===== src/rtl/demux_1x2_stream.sv =====
// 1-to-2 valid/ready stream demultiplexer with one registered single-entry slot per channel.
// Optional macro DEMUX_COUNT_EN adds 8-bit completed-transfer counters cnt0/cnt1.
//
// Slot FSM (one instance per channel)
//   state      | meaning
//   SLOT_EMPTY | no word held, yN_valid=0
//   SLOT_FULL  | word held in yN, yN_valid=1 until the downstream takes it

module demux_1x2_stream #(
    parameter int WIDTH = 8
) (
    input  logic             clk,
    input  logic             rst_n,
    input  logic [WIDTH-1:0] d,
    input  logic             s,
    input  logic             in_valid,
    output logic             in_ready,
    output logic [WIDTH-1:0] y0,
    output logic [WIDTH-1:0] y1,
    output logic             y0_valid,
    output logic             y1_valid,
    input  logic             y0_ready,
    input  logic             y1_ready
`ifdef DEMUX_COUNT_EN
    ,
    output logic [7:0]       cnt0,
    output logic [7:0]       cnt1
`endif
);

    typedef enum logic {
        SLOT_EMPTY = 1'b0,
        SLOT_FULL  = 1'b1
    } slot_e;

    slot_e            slot0_q, slot0_d;
    slot_e            slot1_q, slot1_d;
    logic [WIDTH-1:0] y0_q, y0_d;
    logic [WIDTH-1:0] y1_q, y1_d;

    logic sel_full;
    logic sel_ready;
    logic accept;
    logic load0, load1;
    logic xfer0, xfer1;

    // Head-of-line blocking: only the selected slot decides in_ready.
    always_comb begin
        sel_full  = 1'b0;
        sel_ready = 1'b0;
        if (s) begin
            sel_full  = (slot1_q == SLOT_FULL);
            sel_ready = y1_ready;
        end else begin
            sel_full  = (slot0_q == SLOT_FULL);
            sel_ready = y0_ready;
        end
    end

    assign in_ready = !sel_full || sel_ready;
    assign accept   = in_valid && in_ready;
    assign load0    = accept && !s;
    assign load1    = accept && s;
    assign xfer0    = (slot0_q == SLOT_FULL) && y0_ready;
    assign xfer1    = (slot1_q == SLOT_FULL) && y1_ready;

    always_comb begin
        slot0_d = slot0_q;
        y0_d    = y0_q;
        case (slot0_q)
            SLOT_EMPTY: begin
                if (load0) begin
                    slot0_d = SLOT_FULL;
                    y0_d    = d;
                end
            end
            SLOT_FULL: begin
                // A load in the same cycle as a transfer refills without a bubble.
                if (load0) begin
                    y0_d = d;
                end else if (xfer0) begin
                    slot0_d = SLOT_EMPTY;
                end
            end
            default: slot0_d = SLOT_EMPTY;
        endcase
    end

    always_comb begin
        slot1_d = slot1_q;
        y1_d    = y1_q;
        case (slot1_q)
            SLOT_EMPTY: begin
                if (load1) begin
                    slot1_d = SLOT_FULL;
                    y1_d    = d;
                end
            end
            SLOT_FULL: begin
                if (load1) begin
                    y1_d = d;
                end else if (xfer1) begin
                    slot1_d = SLOT_EMPTY;
                end
            end
            default: slot1_d = SLOT_EMPTY;
        endcase
    end

    always_ff @(posedge clk or negedge rst_n) begin
        if (!rst_n) begin
            slot0_q <= SLOT_EMPTY;
            slot1_q <= SLOT_EMPTY;
            y0_q    <= '0;
            y1_q    <= '0;
        end else begin
            slot0_q <= slot0_d;
            slot1_q <= slot1_d;
            y0_q    <= y0_d;
            y1_q    <= y1_d;
        end
    end

    assign y0       = y0_q;
    assign y1       = y1_q;
    assign y0_valid = (slot0_q == SLOT_FULL);
    assign y1_valid = (slot1_q == SLOT_FULL);

`ifdef DEMUX_COUNT_EN
    logic [7:0] cnt0_q, cnt0_d;
    logic [7:0] cnt1_q, cnt1_d;

    always_comb begin
        cnt0_d = cnt0_q;
        cnt1_d = cnt1_q;
        if (xfer0) cnt0_d = cnt0_q + 8'd1;
        if (xfer1) cnt1_d = cnt1_q + 8'd1;
    end

    always_ff @(posedge clk or negedge rst_n) begin
        if (!rst_n) begin
            cnt0_q <= '0;
            cnt1_q <= '0;
        end else begin
            cnt0_q <= cnt0_d;
            cnt1_q <= cnt1_d;
        end
    end

    assign cnt0 = cnt0_q;
    assign cnt1 = cnt1_q;
`else
    // Counters not built; transfer strobes only drive the slot FSMs.
`endif

endmodule


===== config.mk =====
export PLATFORM = sky130hd
export DESIGN_NAME = demux_1x2_stream
export DESIGN_NICKNAME = d
export VERILOG_FILES = /design/src/rtl/demux_1x2_stream.sv
export SDC_FILE = /design/constraint.sdc
export NUM_CORES = 1
export LEC_CHECK = 0
export BUFFER_PORTS_ARGS = -buffer_cell sky130_fd_sc_hd__buf_2
export CAP_MARGIN = 40
export CORE_MARGIN = 2
export CORE_UTILIZATION = 35
export CTS_CLUSTER_SIZE = 14
export DETAILED_ROUTE_END_ITERATION = 7
export GPL_ROUTABILITY_DRIVEN = 0
export SLEW_MARGIN = 10
export SYNTH_ARGS = -nofsm -noshare
export SYNTH_HDL_FRONTEND = slang
export SYNTH_SLANG_ARGS = --single-unit
export TNS_END_PERCENT = 100

===== constraint.sdc =====
create_clock -name clk -period 1.2 [get_ports clk]
set_input_delay 0.24 -clock clk [delete_from_list [all_inputs] [get_ports clk]]
set_output_delay 0.24 -clock clk [all_outputs]
set_load 0.05 [all_outputs]

* Yosys cells after proc, flatten, opt, wreduce, memory -nomap -nowiden
Index checks and enable logic that the tools add are counted.
Widths: inputs -> output; s select.
** Operators by class
- Add/sub/neg operators :: 0
- $mul :: 0
- Divide/modulo/power cells :: 0
- Order comparisons :: 0
- Equality and inequality tests :: 0
- Shifts and indexed selects :: 0
- Multiplexer cells :: 12
- Bitwise gates (word level) :: 2
- Reductions and logical operators :: 8
** Operator list (count)
- $mux 8 :: 2
- $mux 1 :: 8
- $logic_and 1x1->1 :: 5
- $pmux 1 s2 :: 2
- $logic_not 1->1 :: 2
- $not 1->1 :: 2
- $logic_or 1x1->1 :: 1
** Word-level totals
- Register bits after elaboration :: 18
- Bits in latches :: 0
- Bits in writable memories :: 0
- Memory bits (read-only) :: 0
- Output and inout port bits :: 19
- Memories kept :: 0

* Depth between registers and ports, before layout
Gate-level depths: netlist of run 1.
- Word-level depth :: 7
- Gate-level depth with buffers :: 3
- Mapped depth without buffers :: 3

* Least setup slack after synthesis of run 1
Ideal clock, no wire load.
- Kind :: flip-flop to output port
- Start point :: register slot1_q (netlist: y1_valid)
- End point :: output port in_ready
- Data arrival time :: 1.565 ns
- Setup slack :: -0.605 ns
- Cell stages (with the launch flop) :: 3
- Buffers on the path :: 0
- Cells stage by stage :: dfrtp_1 nor2b_4 a21oi_1
** Between the ends
- Cells in the longest elaborated chain, start to end :: 3
** RTL lines
- start, declared :: RTL line 37 : slot_e slot1_q, slot1_d;
- start signal, assigned :: RTL line 118 : slot1_q <= slot1_d;
- $mux 1 :: RTL line 51 : if (s) begin
- $logic_not 1->1 :: RTL line 60 : assign in_ready = !sel_full || sel_ready;
- $logic_or 1x1->1 :: RTL line 60
- end, declared :: RTL line 17 : output logic in_ready,
No other way between the ends.

* Final worst setup path of run 1
- Start point :: register slot0_q (netlist: y0_valid)
- End point :: output port in_ready
** Between the ends
- Cells in the longest elaborated chain, start to end :: 3
** RTL lines
- start, declared :: RTL line 36 : slot_e slot0_q, slot0_d;
- start signal, assigned :: RTL line 117 : slot0_q <= slot0_d;
- $mux 1 :: RTL line 51
- $logic_not 1->1 :: RTL line 60
- $logic_or 1x1->1 :: RTL line 60
No other way between the ends.

==> summary.md, run 1 <==
| Metric | Value |
|---|---|
| Grt met2 use | 21.2% |
| Die X | 49.5 µm |
| Critical path class | reg2out |
| Via density per instance | 4.45 |
| Number of flops mapped to enable cells by yosys | 0 |
| Max_slew headroom | 73.2% |
| FF-to-FF path depth | 4 |
| Overflow after GRT | 0 |
| Placed cells | 104 |
| Fmax | 735 MHz |
| Final hold vios | 0 |
| Max-slew violations | 0 |
| Peak VDD IR | 0.00108 V |
| Syn nets | 58 |
| Clk root buf | clkbuf_4 |
| GR Util met3 | 3.94% |
| CP required | 0.96 ns |
| Avg Cell Area, Syn | 16.4 µm² |
| GR peak layer | met2 |
| Most numerous cell in the Yosys netlist | dfrtp_1 |
| CP endpoint | in_ready |
| Total GRT Usage | 13.1% |
| Crit path from | y0_valid |
| I/O Pins | 33 |
| Setup-failing EPs final | 10 |
| Clock-pin slew on the worst setup and hold paths | 0.10 ns |
| Initial antenna violation count | 0 |
| Worst setup SP type | register |
| Switching pwr | 0.744 mW |
| MaxCap Viol Count | 0 |
| Post-synth ARST share | 100% |
| Synthesized flop and latch total | 18 |
| Switching Fraction | 39.5% |
| Pwr dens | 1770 nW/µm² |
| Area delta synth->final | 46.7% |
| ANT cells | 0 |
| Top post-synthesis cells by count | 18 x dfrtp_1, 13 x mux2_2, 3 x mux2_1 |
| Clk buf depth | 2 |
| TritonCTS clock tree | yes |
| Die height | 49.5 µm |
| Die area | 2450 µm² |
| Pint | 1.14 mW |
| Layout Skew | 0.00155 ns |
| Synth warn | 0 |
| Met1 usage | 16.2% |
| Via count | 494 |
| Layout cells sized above 1 | 76.2% |
| Cell count after synthesis | 44 |
| Comb pwr share | 40.0% |
| Worst Slack Setup Final | -0.161 ns |
| Worst skew pair latency | 0.28 ns |
| DP Wirelength | 960 µm |
| Initial detailed-routing violation count | 8 |
| WP data arrival | 1.12 ns |
| Tmin final | 1.36 ns |
| Cell Area, Synth | 723 µm² |
| CP Cell Sequence | nand2b_4 > nor2_2 > a21oi_4 > buf_8 |
| R2R Path End | y1[4] |
| Port Buf Inserts | 32 |
| Max stage delay on crit path | 0.43 ns |
| Sink Count | 18 |
| Core area | 1960 µm² |
| Layout Nets | 99 |
| R2R setup slack | -0.14 ns |
| WL per Instance | 12.6 µm |
| Drt pass-1 iters | 2 |
| Finished Layout Cells | 111 |
| Clock share of power | 19.6% |
| Biggest area consumer among synthesized cells | dfrtp_1 |
| Seq/Total Area, Yosys | 62.3% |
| DRT Wirelength | 1.40 mm |
| Leak Pwr | 0.535 nW |
| RSZ-0062 raised after global routing | true |
| Main synth FF type | dfrtp_1 |
| Total CTS buffers | 3 |
| Failing checks | setup timing |
| Number of routed nets with antenna violations | 0 |
| Rows | 16 |
| Critical path's slowest cell | dfrtp_2 |
| HP Class | in2reg |
| Total power | 1.88 mW |
| H-tree levels | 1 |
| DRC | 0 |
| Worst-margin pin slew | 0.402 ns |
| Synth top area cells | dfrtp_1 62%, mux2_2 20%, mux2_1 4.7% |
| CP Max Fanout | 2 |
| First-pass GRT wire length | 2.35 mm |
| Status | complete, but fails checks |
| Seq pwr share | 40.4% |
| Vias in the first global route | 526 |
| Initial Utilization | 36.9% |
| Fill count | 207 |
| CP Capture Type | output pin |
| Crit share post-route | 113% |
| Largest net degree at the start of global routing | 19 |
| Post-synthesis cell type count | 13 |
| Worst R2R Start | y1_valid |
| Yosys top cell area share | 62.3% |
==> how the worst min path moves through the flow <==
| stage | from | endpoint | cells after the start | slack [ns] |
|---|---|---|---|---|
| floorplan | rst_n | y0[0] | 0 | -0.06 |
| global placement | rst_n | y1[3] | 1 | 0.20 |
| detailed placement | rst_n | y0[3] | 1 | 0.19 |
| CTS | d[4] | y1[4] | 2 | 0.18 |
| global route | d[4] | y0[4] | 2 | 0.18 |
| finish | d[6] | y1[6] | 2 | 0.19 |
==> cell families (layout without fill, tap and decap cells) <==
| kind of cell | count (synthesis) | after routing | share of synthesized area (%) |
|---|---|---|---|
| compound gates | 2 | 2 | 1.38 |
| buf+inv | 1 | 41 | 0.519 |
| flops | 18 | 18 | 62.3 |
| mux | 16 | 16 | 24.9 |
| simple gates | 7 | 7 | 10.9 |
==> flip-flops by register name, indices dropped and copies added (netlist names) <==
register / flops
y0_valid: 1
y1: 8
y1_valid: 1
y0: 8
==> layout make-up <==
cell class	count	area [µm²]	share of cell area, %
repair buffers	36	213	20.0
well taps	27	33.8	3.18
clock buffers	4	36.3	3.42
flip-flops and latches	18	453	42.7
inverters	1	3.75	0.354
multi-input cells	25	322	30.3
==> layout by cell type, fill, tap and decap left out <==
cell	instances
buf_2	27
dfrtp_1	16
mux2_4	9
mux2_2	7
clkbuf_4	7
buf_4	3
dfrtp_2	2
nor2b_4	1
nand2b_4	1
nor2_2	1
a21oi_4	1
nand2_2	1
nand2b_1	1
inv_1	1
o21ai_0	1
nor2_8	1
nand3b_4	1
clkbuf_8	1
dlygate4sd3_1	1
buf_8	1
==> power groups by stage <==
stage | registers, mW | logic, mW | clock network, mW
2_1_floorplan | 1.15 | 0.140 | 0
3_3_place_gp | 0.769 | 0.686 | 0
3_5_place_dp | 0.771 | 0.690 | 0
4_1_cts | 0.759 | 0.703 | 0.381
5_1_grt | 0.776 | 0.789 | 0.410
6_report | 0.761 | 0.752 | 0.369
==> layer usage <==
layer  share of wire (%)  vias to the layer above
met1                  48                      232
met5                   0                        -
met4                0.78                        0
li1                    -                      236
met3                 7.0                        2
met2                  44                       24
==> worst max-delay path, delay by kind of cell, from the launching register on <==
| kind | cells | cell delay (ns) |
|---|---|---|
| flip-flops | 1 | 0.43 |
| AND/OR/NAND/NOR | 2 | 0.12 |
| buffers and inverters | 1 | 0.16 |
| AO/OA/AOI/OAI | 1 | 0.12 |
==> what timing repair did <==
item | in CTS | in global routing
endpoints found under the hold margin | 18 | 0
gates resized for setup | 3 | 14
hold buffers | 1 | 0
setup buffers | 2 | 1
pin swaps | 1 | 1
endpoints found under the setup margin | 1 | 20
==> stage by stage <==
step | worst slack (ns) | TNS [ns] | hold slack, ns | cell area, µm² | utilization (%)
6_report | -0.161 | -1.26 | 0.192 | 1060 | 54.1
5_1_grt | -0.219 | -2.03 | 0.181 | 1060 | 54.1
4_1_cts | -0.161 | -1.03 | 0.177 | 1010 | 51.7
3_5_place_dp | 0.0225 | 0 | 0.194 | 943 | 48.1
3_3_place_gp | 0.0337 | 0 | 0.197 | 943 | 48.1
2_1_floorplan | -0.0795 | -0.690 | -0.0556 | 742 | -
No activity file was read; power rests on OpenSTA's default activity.
==> run 2: changes to the inputs <==
==> constraint.sdc (replaced) <==
create_clock -name clk -period 1.2 [get_ports clk]
set_input_delay 0.24 -clock clk [delete_from_list [all_inputs] [get_ports clk]]
set_output_delay 0.24 -clock clk [all_outputs]
set_load 0.1 [all_outputs]
==> run 2 against run 1 <==
  * The flow still finishes with violations (setup timing)
  * Critical endpoint unchanged
  * Combinational power is 100% higher
  * Critical path depth is 1 lower
  * Maximum frequency is 7.6% lower
  * Highest routed layer unchanged
  * Die area stayed put
==> summary.md, run 2 (synthesis results as in run 1) <==
| Metric | Value |
|---|---|
| Total negative slack | -2.47 ns (-1.21 ns) |
| R2R Path End | y1[6] |
| RSZ-0062 raised after global routing | true |
| Die X | 49.5 µm (unchanged) |
| Clock-pin slew on the worst setup and hold paths | 0.09 ns (about the same) |
| WL per Instance | 13.0 µm (+2.7%) |
| Pwr dens | 1960 nW/µm² (+10%) |
| Initial Utilization | 36.9% (unchanged) |
| Clk buf depth | 2 (unchanged) |
| ANT cells | 0 (unchanged) |
| Pre-CTS setup slack | -0.0508 ns (-0.0733 ns) |
| Critical path class | reg2out |
| DRT Wirelength | 1.47 mm (+4.6%) |
| Overflow after GRT | 0 (unchanged) |
| Worst setup SP type | register |
| Die height | 49.5 µm (unchanged) |
| Largest net degree at the start of global routing | 19 (unchanged) |
| Tmin final | 1.47 ns (+0.112 ns) |
| HP Class | in2reg |
| Clk root buf | clkbuf_4 |
| Utilization after layout | 68.5% (+14 points) |
| Worst Slack Setup Final | -0.273 ns (-0.112 ns) |
| Final hold vios | 0 (unchanged) |
| Max_slew headroom | 73.6% (+0.46 points) |
| Crit path from | y1_valid |
| Status | complete, but fails checks |
| Area delta synth->final | 85.8% |
| TritonCTS clock tree | yes |
| Setup-failing EPs final | 19 (+9) |
| FF-to-FF path depth | 4 (unchanged) |
| Core area | 1960 µm² (unchanged) |
| Drt pass-1 iters | 3 (+1) |
| CP endpoint | in_ready |
| Failing checks | setup timing |
| Die area | 2450 µm² (unchanged) |
| CP Max Fanout | 2 (unchanged) |
| Sink Count | 18 (unchanged) |
| WP data arrival | 1.23 ns (+0.11 ns) |
| Number of routed nets with antenna violations | 0 (unchanged) |
| H-tree levels | 1 (unchanged) |
| Hold path cells | 2 (unchanged) |
| Layout cells sized above 1 | 76.7% (+0.55 points) |
| Crit share post-route | 123% (+9.3 points) |
| MaxCap Viol Count | 0 (unchanged) |
| CP required | 0.96 ns (about the same) |
| Fill count | 160 (-23%) |
| Max-slew violations | 0 (unchanged) |
| Layout Nets | 102 (+3.0%) |
| I/O Pins | 33 (unchanged) |
| CP Capture Type | output pin |
| Worst Hold Slack | 0.194 ns (+0.00210 ns) |
| Port Buf Inserts | 32 (unchanged) |
| Initial detailed-routing violation count | 1 (-7) |
| First-pass GRT wire length | 2.64 mm (+12%) |
| Worst-margin pin slew | 0.396 ns (-0.00691 ns) |
| Most common cell after layout, fill and taps aside | buf_12 |
| Multi-input gate area | 322 µm² (unchanged) |
| DP Wirelength | 1.10 mm (+15%) |
| Layout Skew | 0.00246 ns (+0.000905 ns) |
| Rows | 16 (unchanged) |
| Initial antenna violation count | 0 (unchanged) |
| Register area | 458 µm² (+1.1%) |
| DRC | 0 (unchanged) |
| Total GRT Usage | 14.4% (+1.3 points) |
| Via count | 522 (+5.7%) |
| Leak Pwr | 0.638 nW (+19%) |
| Most frequent cells in the layout | 19 x buf_12, 16 x dfrtp_1, 13 x buf_2 |
| Vias in the first global route | 615 (+17%) |
| Peak VDD IR | 0.00128 V (+18%) |
| Via density per instance | 4.62 (+3.8%) |
| Worst R2R Start | y1_valid |
| R2R setup slack | -0.18 ns (-0.04 ns) |
| Worst skew pair latency | 0.28 ns (about the same) |
| Total CTS buffers | 3 (unchanged) |
| Fmax | 679 MHz (-7.6%) |
==> run 2: layout make-up <==
type | count | share of cell area (%)
timing repair buffer | 39 | 37.5
sequential | 18 | 34.1
multi-input combinational | 25 | 23.9
tap | 27 | 2.51
clock buffer | 3 | 1.68
inverter | 1 | 0.279
==> run 2: routing by layer <==
layer | GRT usage (%) | share of wire [%] | wire length, µm | vias up
met2 | 23.4 | 48 | 706 | 27
met4 | 8.33 | 2.4 | 35 | 0
met5 | 0 | 0 | 0 | -
li1 | - | - | - | 241
met1 | 17.7 | 43 | 626 | 250
met3 | 3.03 | 6.6 | 97 | 4
==> run 2: critical path, stage by stage (launching register included) <==
cell,delay (ns)
dfrtp_4,0.48
nor2b_4,0.14
a21oi_4,0.14
buf_12,0.19
==> run 2: power by group <==
part	total, mW	switching, mW	internal (mW)	leakage, nW
sequential	0.827	0.112	0.714	0.210
combinational	1.51	0.938	0.576	0.414
clock	0.287	0.171	0.117	0.0138
==> run 2: per-stage QoR <==
| step | instance area, µm² | power (mW) | instances |
|---|---|---|---|
| finish | 1340 | 2.63 | 113 |
| global route | 1340 | 2.73 | 113 |
| CTS | 1330 | 2.65 | 112 |
| detailed placement | 1280 | 2.34 | 106 |
| global placement | 1280 | 2.33 | 106 |
| floorplan | 777 | 1.74 | 44 |
==> run 2: worst min-delay path by stage <==
stage               start  endpoint  slack (ns)
floorplan           rst_n     y0[0]       -0.06
global placement    rst_n     y1[5]        0.19
detailed placement  rst_n     y0[5]        0.19
CTS                  d[7]     y1[7]        0.19
global route         d[4]     y1[4]        0.18
finish               d[4]     y1[4]        0.19
==> run 2: what timing repair did <==
item | 4_1_cts | 5_1_grt
buffers inserted | 2 | 2
hold buffers | 1 | 0
hold endpoints to repair | 18 | 0
pin swaps | 1 | 1
endpoints found under the setup margin | 11 | 19
gates resized for setup | 1 | 2
